[src/rtl/clk_div_ctrl.sv]
// Programmable clock divider: registered glitch-free clk_out with tick, divisor updates only at period boundaries.
// One-cycle latency from en/cfg to outputs; cfg_ready stays low while a divisor is pending.
module clk_div_ctrl #(
  parameter int DIV_W     = 8,
  parameter int RESET_DIV = 3
) (
  input  logic             clk,
  input  logic             rst,
  input  logic             en,
  input  logic             cfg_valid,
  input  logic [DIV_W-1:0] cfg_div,
  output logic             cfg_ready,
  output logic             cfg_err,
  output logic             clk_out,
  output logic             tick,
  output logic             busy,
  output logic [DIV_W-1:0] cur_div
);

  typedef enum logic [1:0] {IDLE, RUN, DRAIN} state_t;

  state_t           state, nxt_state;
  logic [DIV_W-1:0] cnt, nxt_cnt;
  logic [DIV_W-1:0] pend_div, nd;
  logic             pend_vld;
  logic             last, apply;
  logic [DIV_W:0]   half;

  assign last = (cnt == cur_div - DIV_W'(1));

  always_comb begin
    nxt_state = state;
    nxt_cnt   = cnt;
    apply     = 1'b0;
    case (state)
      IDLE: begin
        apply   = pend_vld;
        nxt_cnt = '0;
        if (en) nxt_state = RUN;
      end
      RUN: begin
        apply   = last && pend_vld;
        nxt_cnt = last ? '0 : cnt + DIV_W'(1);
        if (!en) nxt_state = last ? IDLE : DRAIN;
      end
      DRAIN: begin
        apply   = last && pend_vld;
        nxt_cnt = last ? '0 : cnt + DIV_W'(1);
        if (en)        nxt_state = RUN;
        else if (last) nxt_state = IDLE;
      end
      default: nxt_state = IDLE;
    endcase
    if (nxt_state == IDLE) nxt_cnt = '0;
    // The period that starts on this edge must already use the divisor being applied.
    nd   = apply ? pend_div : cur_div;
    half = ({1'b0, nd} + (DIV_W+1)'(1)) >> 1;
  end

  always_ff @(posedge clk) begin
    if (!rst) begin
      state     <= IDLE;
      cnt       <= '0;
      clk_out   <= 1'b0;
      tick      <= 1'b0;
      busy      <= 1'b0;
      cfg_ready <= 1'b1;
      cfg_err   <= 1'b0;
      pend_vld  <= 1'b0;
      pend_div  <= '0;
      cur_div   <= DIV_W'(RESET_DIV);
    end else begin
      state   <= nxt_state;
      cnt     <= nxt_cnt;
      clk_out <= (nxt_state != IDLE) && ({1'b0, nxt_cnt} < half);
      tick    <= (nxt_state != IDLE) && (nxt_cnt == '0);
      busy    <= (nxt_state != IDLE);
      cfg_err <= 1'b0;
      if (cfg_valid && cfg_ready) begin
        if (cfg_div >= DIV_W'(2)) begin
          pend_div  <= cfg_div;
          pend_vld  <= 1'b1;
          cfg_ready <= 1'b0;
        end else begin
          cfg_err <= 1'b1;
        end
      end
      if (apply) begin
        cur_div   <= pend_div;
        pend_vld  <= 1'b0;
        cfg_ready <= 1'b1;
      end
    end
  end

endmodule

[config.mk]
export PLATFORM = sky130hd
export DESIGN_NAME = clk_div_ctrl
export DESIGN_NICKNAME = d
export VERILOG_FILES = /design/src/rtl/clk_div_ctrl.sv
export SDC_FILE = /design/constraint.sdc
export NUM_CORES = 1
export LEC_CHECK = 0
export CAP_MARGIN = 20
export CORE_AREA = 10 10 73 75
export DETAILED_ROUTE_END_ITERATION = 10
export DIE_AREA = 0 0 83 85
export DONT_BUFFER_PORTS = 1
export PLACE_DENSITY = 0.78
export SLEW_MARGIN = 20
export SYNTH_ARGS = -nofsm -noshare
export SYNTH_HDL_FRONTEND = slang
export SYNTH_SLANG_ARGS = --single-unit
[constraint.sdc]
create_clock -name clk -period 4.7 [get_ports clk]
set_input_delay 0.705 -clock clk [delete_from_list [all_inputs] [get_ports clk]]
set_output_delay 0.705 -clock clk [all_outputs]
set_load 0.01 [all_outputs]
Word level (Yosys, flattened, before mapping)

Index checks and enable logic that the tools add are counted.

Flip-flop bits (word level): 32
Bits in latches: 0
Memory bits (writable): 0
ROM bits: 0
Bits of input ports: 12
Output and inout port bits: 13
Word-level logic and storage cells: 43
Memories: 0

$add $sub $neg: 3
Multiply operators: 0
Divide/modulo/power cells: 0
Order comparisons: 2
Equality and inequality tests: 3
Shifts and indexed selects: 0
Mux-type cells: 12
Bitwise gates (word level): 1
Reductions and logical operators: 12

Operator list:

| cell                                                                  | number |
|---|---|
| 8-bit 2-to-1 mux                                                      | 3 |
| 8-bit case mux with 2 select lines                                    | 1 |
| 2-bit 2-to-1 mux                                                      | 5 |
| 8-bit by 1-bit adder with 9-bit output, second input constant         | 1 |
| 8-bit by 1-bit adder with 8-bit output, second input constant         | 1 |
| 8-bit == test                                                         | 1 |
| 8-bit by 2-bit >= comparator with 1-bit output, second input constant | 1 |
| 8-bit zero test                                                       | 1 |
| 8-bit < comparator                                                    | 1 |
| 8-bit by 1-bit subtractor with 8-bit output, second input constant    | 1 |
| 2-bit case mux with 3 select lines                                    | 1 |
| 1-bit logical AND                                                     | 4 |
| 2-bit zero test                                                       | 2 |
| 2-bit AND reduction                                                   | 2 |
| 2-bit OR reduction                                                    | 2 |
| 2-bit by 1-bit == test with 1-bit output, second input constant       | 1 |
| 2-bit == test, second input constant                                  | 1 |
| 1-bit case mux with 2 select lines                                    | 1 |
| 2-bit nonzero test                                                    | 1 |
| 1-bit 2-to-1 mux                                                      | 1 |
| 1-bit inverter                                                        | 1 |

Logic depth before layout (Yosys ltp)

Gate-level depths: netlist of run 1.

Depth after elaboration: 9
Gate-level depth with buffers: 20
Gate-level depth less buffers: 20

Worst setup path before layout of run 1

No wires, ideal clock.

Path kind: register to register
From: register cur_div[0]
To: register clk_out
Setup time: 86 ps
Arrival time: 3,652 ps
Required time: 4,614 ps
Slack: 962 ps
Cell stages (with the launch flop): 20
Path buffers: 0
Period minus slack after synthesis: 3,738 ps
Cells stage by stage: dfxtp_1 > inv_1 > ha_1 > xor2_1 > o2111a_1 > o211a_4 > a21oi_2 > nor2_2 > o21ai_0 > ha_1 > nand3_1 > mux2i_1 > mux2_2 > o41a_1 > xnor2_1 > ha_1 > and4_1 > a21oi_1 > nand2_1 > a211oi_1

Elaborated cells on any way between the ends: 18
Classes of those cells: 2 x add/sub; 1 x order compare; 1 x eq/ne; 10 x mux; 4 x reduce/logical

RTL lines:

| item                                        | RTL line | source |
|---|---|---|
| start: declaration                          | 17       | `output logic [DIV_W-1:0] cur_div` |
| start signal: assignment                    | 71       | `cur_div <= DIV_W'(RESET_DIV);` |
| start signal: assignment                    | 89       | `cur_div <= pend_div;` |
| 8-bit by 1-bit subtractor with 8-bit output | 29       | `assign last = (cnt == cur_div - DIV_W'(1));` |
| 8-bit == test                               | 29       |  |
| 1-bit logical AND                           | 42, 47   |  |
| 1-bit case mux with 2 select lines          | 35       | `case (state)` |
| 8-bit 2-to-1 mux                            | -        |  |
| named net nd[1]                             | 24       | `logic [DIV_W-1:0] pend_div, nd;` |
| 8-bit by 1-bit adder with 9-bit output      | 57       | `half = ({1'b0, nd} + (DIV_W+1)'(1)) >> 1;` |
| 8-bit < comparator                          | 75       | `clk_out <= (nxt_state != IDLE) && ({1'b0, nxt_cnt} < half);` |
| 1-bit logical AND                           | 75       |  |
| end signal: assignment                      | 75       |  |
| end: declaration                            | 14       | `output logic clk_out,` |

The timed path passes the listed nets, and every way through them passes these cells.
A chain may end at the register's enable or synchronous reset.

Worst setup path after layout of run 1

From: register cur_div[4]
To: register clk_out

The elaborated chain is that of the path after synthesis.

==> out/summary.txt, run 1 <==
IO buf count: 0
GR Overflow Total: 0
Wire length per cell: 17.3 um
Synthesized instance count: 275
Async set-reset flop share out of synthesis: 0%
Synth unique cells: 51
Sequential area share after synthesis: 28.3%
Crit. End Element: register
Power Density: 319 nW/um^2
Most frequent cells in the layout: dfxtp_1, nor2_1, nand2_1, nand3_1, o21ai_0
Clock latency on the worst-skew pair: 290 ps
Placed Cells: 316
Worst Path Required: 4910 ps
Ant diodes: 0
First-pass GRT wire length: 9540 um
Area delta synth->final: 4.71%
Vias in the first global route: 1937
Startpoint type of the worst setup path: register
Post-Synth Adder-Cell Area: 7.75%
Initial core utilization: 57.7%
Residual DRC count: 0
Max-Cap Viols: 0
Mux cell area share after synthesis: 6.31%
Die X: 83 um
Final TNS setup: 0 ps
YS warnings: 0
Post-Syn Nets: 301
FF-to-FF Start: cur_div[4]
Largest net degree at the start of global routing: 18
Root Buffer: clkbuf_8
Gpl congestion: 0.924
Skew final: 6.64 ps
Post-Syn Area: 2260 um^2
Starting DRC count in detailed routing: 174
Yosys reg bits: 32
Final setup viols: 0
Largest family of logic cells by synthesized area: simple AND/OR/NAND/NOR gates
Final hold vios: 0
Vias per Instance: 6.20
Synth Area in Compound Gates: 16.2%
HP Class: in -> reg
Post-cts gate resize count: 0
# IOs: 25
Die Height: 85 um
Setup Buffers After CTS: 0
Final Max Slew Viols: 0
Hold path start: rst
Hold buffers post-CTS: 0
Worst slew pin tran: 533 ps
Highest net fanout along the worst path: 9
Routed Antenna Nets: 0
Syn Area/Cell: 8.22 um^2
Via count: 2009
# rows: 23
Slew headroom: 64.4%
Final period util: 90.1%
Drt first pass iters: 4
Core Area: 3910 um^2
Clock slew at reported path FFs: 70 ps
Status: finished, final reports clean
RSZ-0062 raised after global routing: false
Critical Path Start: cur_div[4]
Leading cell type in the layout, fill and taps excluded: dfxtp_1
Peak Freq: 236 MHz
Die area: 7060 um^2
H-Tree Depth: 2
Top_reg_cell synth: dfxtp_1
Minimum clock period after layout: 4230 ps
Crit path DAT: 4440 ps
Number of synthesized flops with an enable pin: 0
LEAKAGE: 0.903 nW
Initial antenna violation count: 0
Simple-Gate Fraction of Synth Area: 27.8%
Share of layout cells above drive strength 1: 11.7%
Maximum vdd drop: 0.234 mV
Xor-xnor portion of the synthesized cell area: 8.47%
CTS tree: done
Fin nets: 299
CTS sink cnt: 32
Max Buffers Root-to-Sink: 2
DP HPWL: 4310 um
Kind of critical path: reg -> reg
GRT Total Usage: 16.1%
Total wire length: 5620 um
TritonCTS Buffers: 5
Final Non-Filler Cells: 324
[synth_stat cells, types with 2 or more instances]
cell,n,share of area [%]
o211ai_1,3,1.0
nor2_1,26,4.3
a21oi_1,14,3.1
and3_1,4,1.1
mux2i_1,12,5.3
inv_1,12,2.0
xnor2_1,10,3.9
buf_2,2,0.44
ha_1,14,7.8
nor2_2,8,2.2
or2_2,2,0.55
nand4_1,8,2.2
xor2_1,10,3.9
dfxtp_1,32,28
clkbuf_1,6,1.0
nor3_1,7,1.6
a21o_1,2,0.66
nor4b_1,2,0.78
mux2_2,2,1.0
o21ai_0,15,3.3
nor2b_1,8,2.2
and4_1,3,1.2
nor4_1,3,0.83
nand2_1,18,3.0
buf_6,3,1.5
nand2b_1,6,1.7
nand3_1,16,3.5
a31oi_1,4,1.1
[layout make-up]
class	count	area, um^2
timing repair buffer	3	22.5
multi-input combinational	219	1500
clock inverter	2	10.0
sequential	32	641
clock buffer	6	82.6
inverter	12	45.0
tap	50	62.6
fill	377	1550
[sequential cells by signal, summed over array words and instances (netlist names)]
register	cells
cnt	8
cur_div	8
pend_div	8
state	2
busy	1
cfg_err	1
cfg_ready	1
clk_out	1
pend_vld	1
tick	1
[where the power goes]
part | internal [mW] | leakage [nW] | switching (mW)
Sequential | 0.293 | 0.261 | 0.0335
Combinational | 0.0822 | 0.591 | 0.125
Clock | 0.117 | 0.0510 | 0.106
[path summary, 6_finish.rpt]
check	to	slack (ps)	cells past startpoint
worst min-delay path	cur_div[1]	500	1
worst max register to register	clk_out	470	18
worst max-delay path	clk_out	470	18
worst min register to register	cur_div[7]	530	2
[layer usage]
layer	global-route usage [%]	wire length, um	vias up
met4	8.36	184	0
met3	4.68	416	13
met1	19.5	2380	945
met5	0	0	-
met2	25.1	2630	69
li1	-	-	982
[per-stage QoR]
| stage | instance area, um^2 | util, % | hold slack [ps] | power, mW | setup slack [ps] |
|---|---|---|---|---|---|
| 3_3_place_gp | 2270 | 58.1 | 507 | 0.532 | 666 |
| 5_1_grt | 2370 | 60.5 | 503 | 0.806 | 8.04 |
| 6_report | 2370 | 60.5 | 498 | 0.756 | 468 |
| 3_5_place_dp | 2270 | 58.1 | 506 | 0.538 | 528 |
| 2_1_floorplan | 2260 | - | 477 | 0.493 | 962 |
| 4_1_cts | 2370 | 60.5 | 499 | 0.760 | 520 |
[worst max-delay path: stages (launching register included)]
cell	delay [ps]
dfxtp_1	620
xnor2_1	210
a21oi_1	190
a2bb2oi_1	340
o211a_4	270
a21oi_2	120
nor2_2	340
o21ai_0	160
ha_1	280
nand3_1	130
mux2i_1	80
mux2_2	290
o41a_1	130
xnor2_1	170
ha_1	260
and4_1	190
a21oi_1	140
nand2_1	70
a211oi_1	160
[kinds of logic (layout without fill, tap and decap cells)]
kind of cell | Yosys count | after routing
muxes | 14 | 14
AOI/OAI and AO/OA | 53 | 53
DFF | 32 | 32
buffers and inverters | 24 | 23
adders and majority gates | 14 | 14
xor gates and xnor gates | 21 | 21
and+or+nand+nor | 117 | 117
(Power assumes the default switching activity.)
==> run 2, diff against run 1 <==
--- a/config.mk
+++ b/config.mk
@@ -6,11 +6,11 @@
 export NUM_CORES = 1
 export LEC_CHECK = 0
 export CAP_MARGIN = 20
-export CORE_AREA = 10 10 73 75
+export CORE_AREA = 10 10 74 76
 export DETAILED_ROUTE_END_ITERATION = 10
-export DIE_AREA = 0 0 83 85
+export DIE_AREA = 0 0 84 86
 export DONT_BUFFER_PORTS = 1
-export PLACE_DENSITY = 0.78
+export PLACE_DENSITY = 0.79
 export SLEW_MARGIN = 20
 export SYNTH_ARGS = -nofsm -noshare
 export SYNTH_HDL_FRONTEND = slang
==> constraint.sdc (replaced) <==
create_clock -name clk -period 3.41 [get_ports clk]
set_input_delay 0.5115 -clock clk [delete_from_list [all_inputs] [get_ports clk]]
set_output_delay 0.5115 -clock clk [all_outputs]
set_load 0.01 [all_outputs]
==> out/summary.txt, run 2 (same netlist as run 1, synthesis figures left out) <==
DP HPWL: 4630 um
Power Density: 405 nW/um^2
Die area: 7220 um^2
Sequential Power Share: 35.6%
HP Class: in -> reg
Routed Antenna Nets: 0
Net Sw Frac: 35.6%
Switch Pwr: 0.438 mW
Worst Path Required: 3580 ps
Slowest Stage Delay on Critical Path: 370 ps
Kind of critical path: reg -> reg
Vias in the first global route: 2344
Gpl congestion: 0.958
Final Max Slew Viols: 0
GRT Total Usage: 19.4%
Fin nets: 362
Crit path DAT: 3850 ps
FF-to-FF setup slack: -260 ps
Wire length per cell: 19.5 um
Fill cells: 257
Root Buffer: clkbuf_8
Drt first pass iters: 5
Initial antenna violation count: 0
Skew final: 9.08 ps
Highest net fanout along the worst path: 4
CTS tree: done
Final TNS setup: -333 ps
GR Overflow Total: 0
Biggest regs: cnt x8, cur_div x8, pend_div x8
Minimum clock period after layout: 3670 ps
Max-Cap Viols: 0
CP Cell Sequence: nor3_4 > buf_4 > a221o_2 > o311ai_4 > o211a_4 > a21oi_4 > nor2_4 > o21ai_2 > ha_2 > nand3_2 > mux2i_1 > mux2_4 > o41a_1 > o21ai_1 > ha_1 > and4_4 > nand2_1 > a21oi_1 > a211oi_2
Core Area: 3970 um^2
Final hold vios: 0
Overall power: 1.23 mW
Final setup viols: 2
Crit. End Element: register
Initial core utilization: 56.9%
Via count: 2400
Largest net degree at the start of global routing: 18
Most frequent cells in the layout: buf_4, nor2_1, dfxtp_1, nand2_1
Final period util: 108%
Worst path slowest cell: dfxtp_4
Pre-CTS WS: -141 ps
Clock slew at reported path FFs: 80 ps
Status: finished with violations
Total wire length: 7530 um
Gate power share: 37.4%
Die Height: 86 um
Leading cell type in the layout, fill and taps excluded: buf_4
Startpoint type of the worst setup path: register
H-Tree Depth: 2
IO buf count: 0
Internal: 0.795 mW
Starting DRC count in detailed routing: 292
Share of layout cells above drive strength 1: 36.0%
Finished Core Util: 76.6%
TritonCTS Buffers: 5
Max Buffers Root-to-Sink: 2
Slew headroom: 59.3%
Vias per Instance: 6.22
Die X: 84 um
Area delta synth->final: 34.6%
Hold buffers post-CTS: 0
Clock latency on the worst-skew pair: 300 ps
Clock network fraction of total power: 27.0%
Failing checks: negative setup slack
LEAKAGE: 1.24 nW
# rows: 23
# IOs: 25
Peak Freq: 272 MHz
Worst Setup Slack, final: -264 ps
Worst slew pin tran: 609 ps
CTS sink cnt: 32
RSZ-0062 raised after global routing: true
Maximum vdd drop: 0.318 mV
First-pass GRT wire length: 11500 um
Ant diodes: 0
Residual DRC count: 0
==> run 2: power by group through the flow <==
stage | registers (mW) | logic (mW) | clock network [mW]
2_1_floorplan | 0.444 | 0.254 | 0
3_3_place_gp | 0.445 | 0.367 | 0
3_5_place_dp | 0.447 | 0.371 | 0
4_1_cts | 0.438 | 0.407 | 0.327
5_1_grt | 0.443 | 0.492 | 0.345
6_report | 0.439 | 0.461 | 0.333
==> run 2: worst max-delay path: cells and delay by family (launching register included) <==
kind | cells | cell delay [ps]
muxes | 2 | 350
AOI/OAI and AO/OA | 9 | 1410
DFF | 1 | 370
and+or+nand+nor | 5 | 710
adders and majority gates | 2 | 540
buffers and inverters | 1 | 160
==> run 2: worst paths after layout <==
path | startpoint | cells after the start | end
worst max register to register | cur_div[4] | 19 | clk_out
worst max-delay path | cur_div[4] | 19 | clk_out
worst min-delay path | rst | 1 | cur_div[0]
worst min register to register | pend_vld | 2 | pend_vld
==> run 2: per-layer routing <==
| metal | track usage (%) | vias up | part of all wire, % |
|---|---|---|---|
| met3 | 5.58 | 40 | 8.6 |
| met2 | 32.1 | 139 | 47 |
| met4 | 13.7 | 0 | 5.2 |
| met5 | 0 | - | 0 |
| met1 | 21.1 | 1117 | 39 |
| li1 | - | 1104 | - |
==> run 2: layout make-up <==
cell class	count	area, um^2	share of cell area (%)
multi-input combinational	219	1650	54.1
sequential	32	663	21.8
timing repair buffer	66	529	17.4
clock buffer	7	96.3	3.17
tap	50	62.6	2.06
inverter	12	45.0	1.48
==> run 2: stage by stage <==
| stage | hold WS (ps) | area (um^2) | cells |
|---|---|---|---|
| final | 300 | 3040 | 386 |
| after global routing | 307 | 3040 | 386 |
| after CTS | 307 | 2940 | 383 |
| after detailed placement | 492 | 2640 | 356 |
| after global placement | 488 | 2640 | 356 |
| after floorplan | 473 | 2340 | 275 |
==> run 2: what timing repair did <==
item | CTS | global route
gates resized for setup | 12 | 20
setup buffers | 20 | 3
pin swaps | 12 | 15
endpoints found under the setup margin | 1 | 2
==> run 3, diff against run 2 <==
--- a/config.mk
+++ b/config.mk
@@ -5,12 +5,13 @@
 export SDC_FILE = /design/constraint.sdc
 export NUM_CORES = 1
 export LEC_CHECK = 0
+export ABC_AREA = 1
 export CAP_MARGIN = 20
-export CORE_AREA = 10 10 74 76
+export CORE_AREA = 10 10 72 74
 export DETAILED_ROUTE_END_ITERATION = 10
-export DIE_AREA = 0 0 84 86
+export DIE_AREA = 0 0 82 84
 export DONT_BUFFER_PORTS = 1
-export PLACE_DENSITY = 0.79
+export PLACE_DENSITY = 0.77
 export SLEW_MARGIN = 20
 export SYNTH_ARGS = -nofsm -noshare
 export SYNTH_HDL_FRONTEND = slang
==> out/summary.txt, run 3 <==
Status: finished, final reports clean
H-Tree Depth: 2
Power Density: 482 nW/um^2
Gpl congestion: 0.907
# rows: 23
Vias per Instance: 5.18
Syn Area/Cell: 6.78 um^2
Kind of critical path: reg -> reg
Cell with the most instances after synthesis: nand2_1
Final period util: 94.9%
Wl on met1: 2000 um
CP Cell Sequence: inv_1 > ha_2 > xor2_1 > nand3_1 > nor2_1 > nand2_1 > nor2_4 > nand2_4 > o21ai_4 > nand2_4 > inv_4 > nand2_2 > nand2_2 > ha_4 > nand3_2 > nor2_2 > nand2_1 > xor2_1 > ha_1 > a21oi_2 > o211ai_1 > a21oi_1
Residual DRC count: 0
HP Class: in -> reg
Final Max Slew Viols: 0
Final hold vios: 0
Yosys reg bits: 32
Via count: 1892
Drt first pass iters: 4
Skew final: 3.50 ps
Starting DRC count in detailed routing: 96
CTS tree: done
Post-Syn Nets: 329
Hold buffers post-CTS: 0
Die Height: 84 um
Total wire length: 4830 um
Top routing layer in use: met4
Highest net fanout along the worst path: 8
Vias in the first global route: 1697
GRT Total Usage: 14.0%
IO buf count: 0
Met3 WL: 301 um
Largest cells by area after synthesis: dfxtp_1, nand2_1, nor2_1, ha_1, inv_1
Area delta synth->final: 13.3%
Crit. End Element: register
Number of synthesized flops with an enable pin: 0
Leading cell type in the layout, fill and taps excluded: nand2_1
Final setup viols: 0
CTS sink cnt: 32
Top_reg_cell synth: dfxtp_1
Minimum clock period after layout: 3240 ps
Share of layout cells above drive strength 1: 16.2%
Overall power: 1.12 mW
Fin nets: 340
Area leader, netlist: dfxtp_1
Top delay family on crit path: simple AND/OR/NAND/NOR gates
Slowest Stage Delay on Critical Path: 330 ps
Worst Setup Slack, final: 173 ps
Root Buffer: clkbuf_8
Peak Freq: 309 MHz
Bufs and invs on worst path: 2
Clock slew at reported path FFs: 60 ps
Die area: 6890 um^2
LEAKAGE: 1.04 nW
Worst path slowest cell: ha_1
Fill cells: 342
Sequential area share after synthesis: 31.2%
Max Buffers Root-to-Sink: 2
Synthesized instance count: 303
Startpoint type of the worst setup path: register
# IOs: 25
Async set-reset flop share out of synthesis: 0%
YS warnings: 0
Post-Syn Area: 2060 um^2
DP HPWL: 3600 um
Worst Path Required: 3630 ps
TritonCTS Buffers: 5
Die X: 82 um
Ant diodes: 0
Most frequent cells in the layout: nand2_1, nor2_1, inv_1, dfxtp_1, nand3_1
Pre-CTS WS: 132 ps
First-pass GRT wire length: 7660 um
Initial antenna violation count: 0
Crit path DAT: 3460 ps
Met2 Wirelength: 2430 um
Synth top area share: 31.2%
GR Overflow Total: 0
Top cells by count, synth: nand2_1, nor2_1, inv_1
Max-Cap Viols: 0
Wire length per cell: 13.2 um
Synth unique cells: 36
Worst slew pin tran: 551 ps
Core Area: 3860 um^2
Largest net degree at the start of global routing: 20
Biggest regs: cnt x8, cur_div x8, pend_div x8
Routed Antenna Nets: 0
Clock latency on the worst-skew pair: 290 ps
Final TNS setup: 0 ps
Slew headroom: 63.1%
Maximum vdd drop: 0.265 mV
Initial core utilization: 53.3%
[run 3: changes by cell type in the layout (fill, tap and decap cells not counted), moves of 5 or more]
cell | before | now
buf_4 | 57 | 9
nand2_1 | 17 | 64
inv_1 | 10 | 36
nor2_1 | 26 | 47
mux2i_1 | 12 | 1
buf_6 | 9 | 0
nor2b_1 | 8 | 0
xnor2_1 | 10 | 3
nand2b_1 | 6 | 0
dfxtp_1 | 24 | 29
dfxtp_4 | 5 | 0
[run 3: path summary, 6_finish.rpt]
check,from,end,slack [ps],cells past startpoint
worst max-delay path,cur_div[1],clk_out,170,22
worst min-delay path,rst,cur_div[1],310,1
worst max register to register,cur_div[1],clk_out,170,22
worst min register to register,pend_vld,pend_vld,470,1
[run 3: layout make-up]
type	instances	area, um^2	share of cell area [%]
inverter	45	171	7.36
tap	50	62.6	2.69
multi-input combinational	221	1280	54.8
sequential	32	644	27.7
timing repair buffer	9	67.6	2.90
clock inverter	2	35.0	1.50
clock buffer	6	72.6	3.11
[run 3: worst register-to-register path: cells and delay by family, from the launching register on]
kind | cells | cell delay (ps)
simple gates | 11 | 1070
buf+inv | 2 | 150
fa+ha+maj | 3 | 800
compound gates | 4 | 520
flops | 1 | 320
xor+xnor | 2 | 280
[run 3: kinds of logic (layout without fill, tap and decap cells)]
kind of cell | after synthesis | in the layout | share of synthesized area [%]
AO/OA/AOI/OAI | 41 | 41 | 12.4
XOR/XNOR | 12 | 12 | 5.11
adder cells (fa/ha/maj) | 14 | 14 | 8.52
buffers and inverters | 50 | 62 | 9.49
flip-flops | 32 | 32 | 31.2
multiplexers | 1 | 1 | 0.487
AND/OR/NAND/NOR | 153 | 153 | 32.9
[run 3: per-layer routing]
layer	up-vias	track usage, %
li1	984	-
met1	861	16.2
met2	37	23.3
met3	10	3.99
met4	0	5.57
met5	-	0
[run 3: what timing repair did]
item	4_1_cts	5_1_grt
setup endpoints to repair	0	1
buffers inserted	0	7
resized for setup	0	15
[run 3: metrics by stage]
stage,area (um^2),hold slack (ps),utilization [%],std cells
3_3_place_gp,2110,451,54.6,350
2_1_floorplan,2060,441,-,303
6_report,2330,312,60.4,365
3_5_place_dp,2110,459,54.6,350
4_1_cts,2210,311,57.4,358
5_1_grt,2330,313,60.4,365
[run 3: where the power goes]
group | leakage [nW] | switching [mW] | internal [mW] | total (mW)
registers | 0.262 | 0.0333 | 0.408 | 0.441
logic | 0.728 | 0.204 | 0.126 | 0.330
clock network | 0.0552 | 0.136 | 0.216 | 0.352
total | 1.04 | 0.373 | 0.751 | 1.12
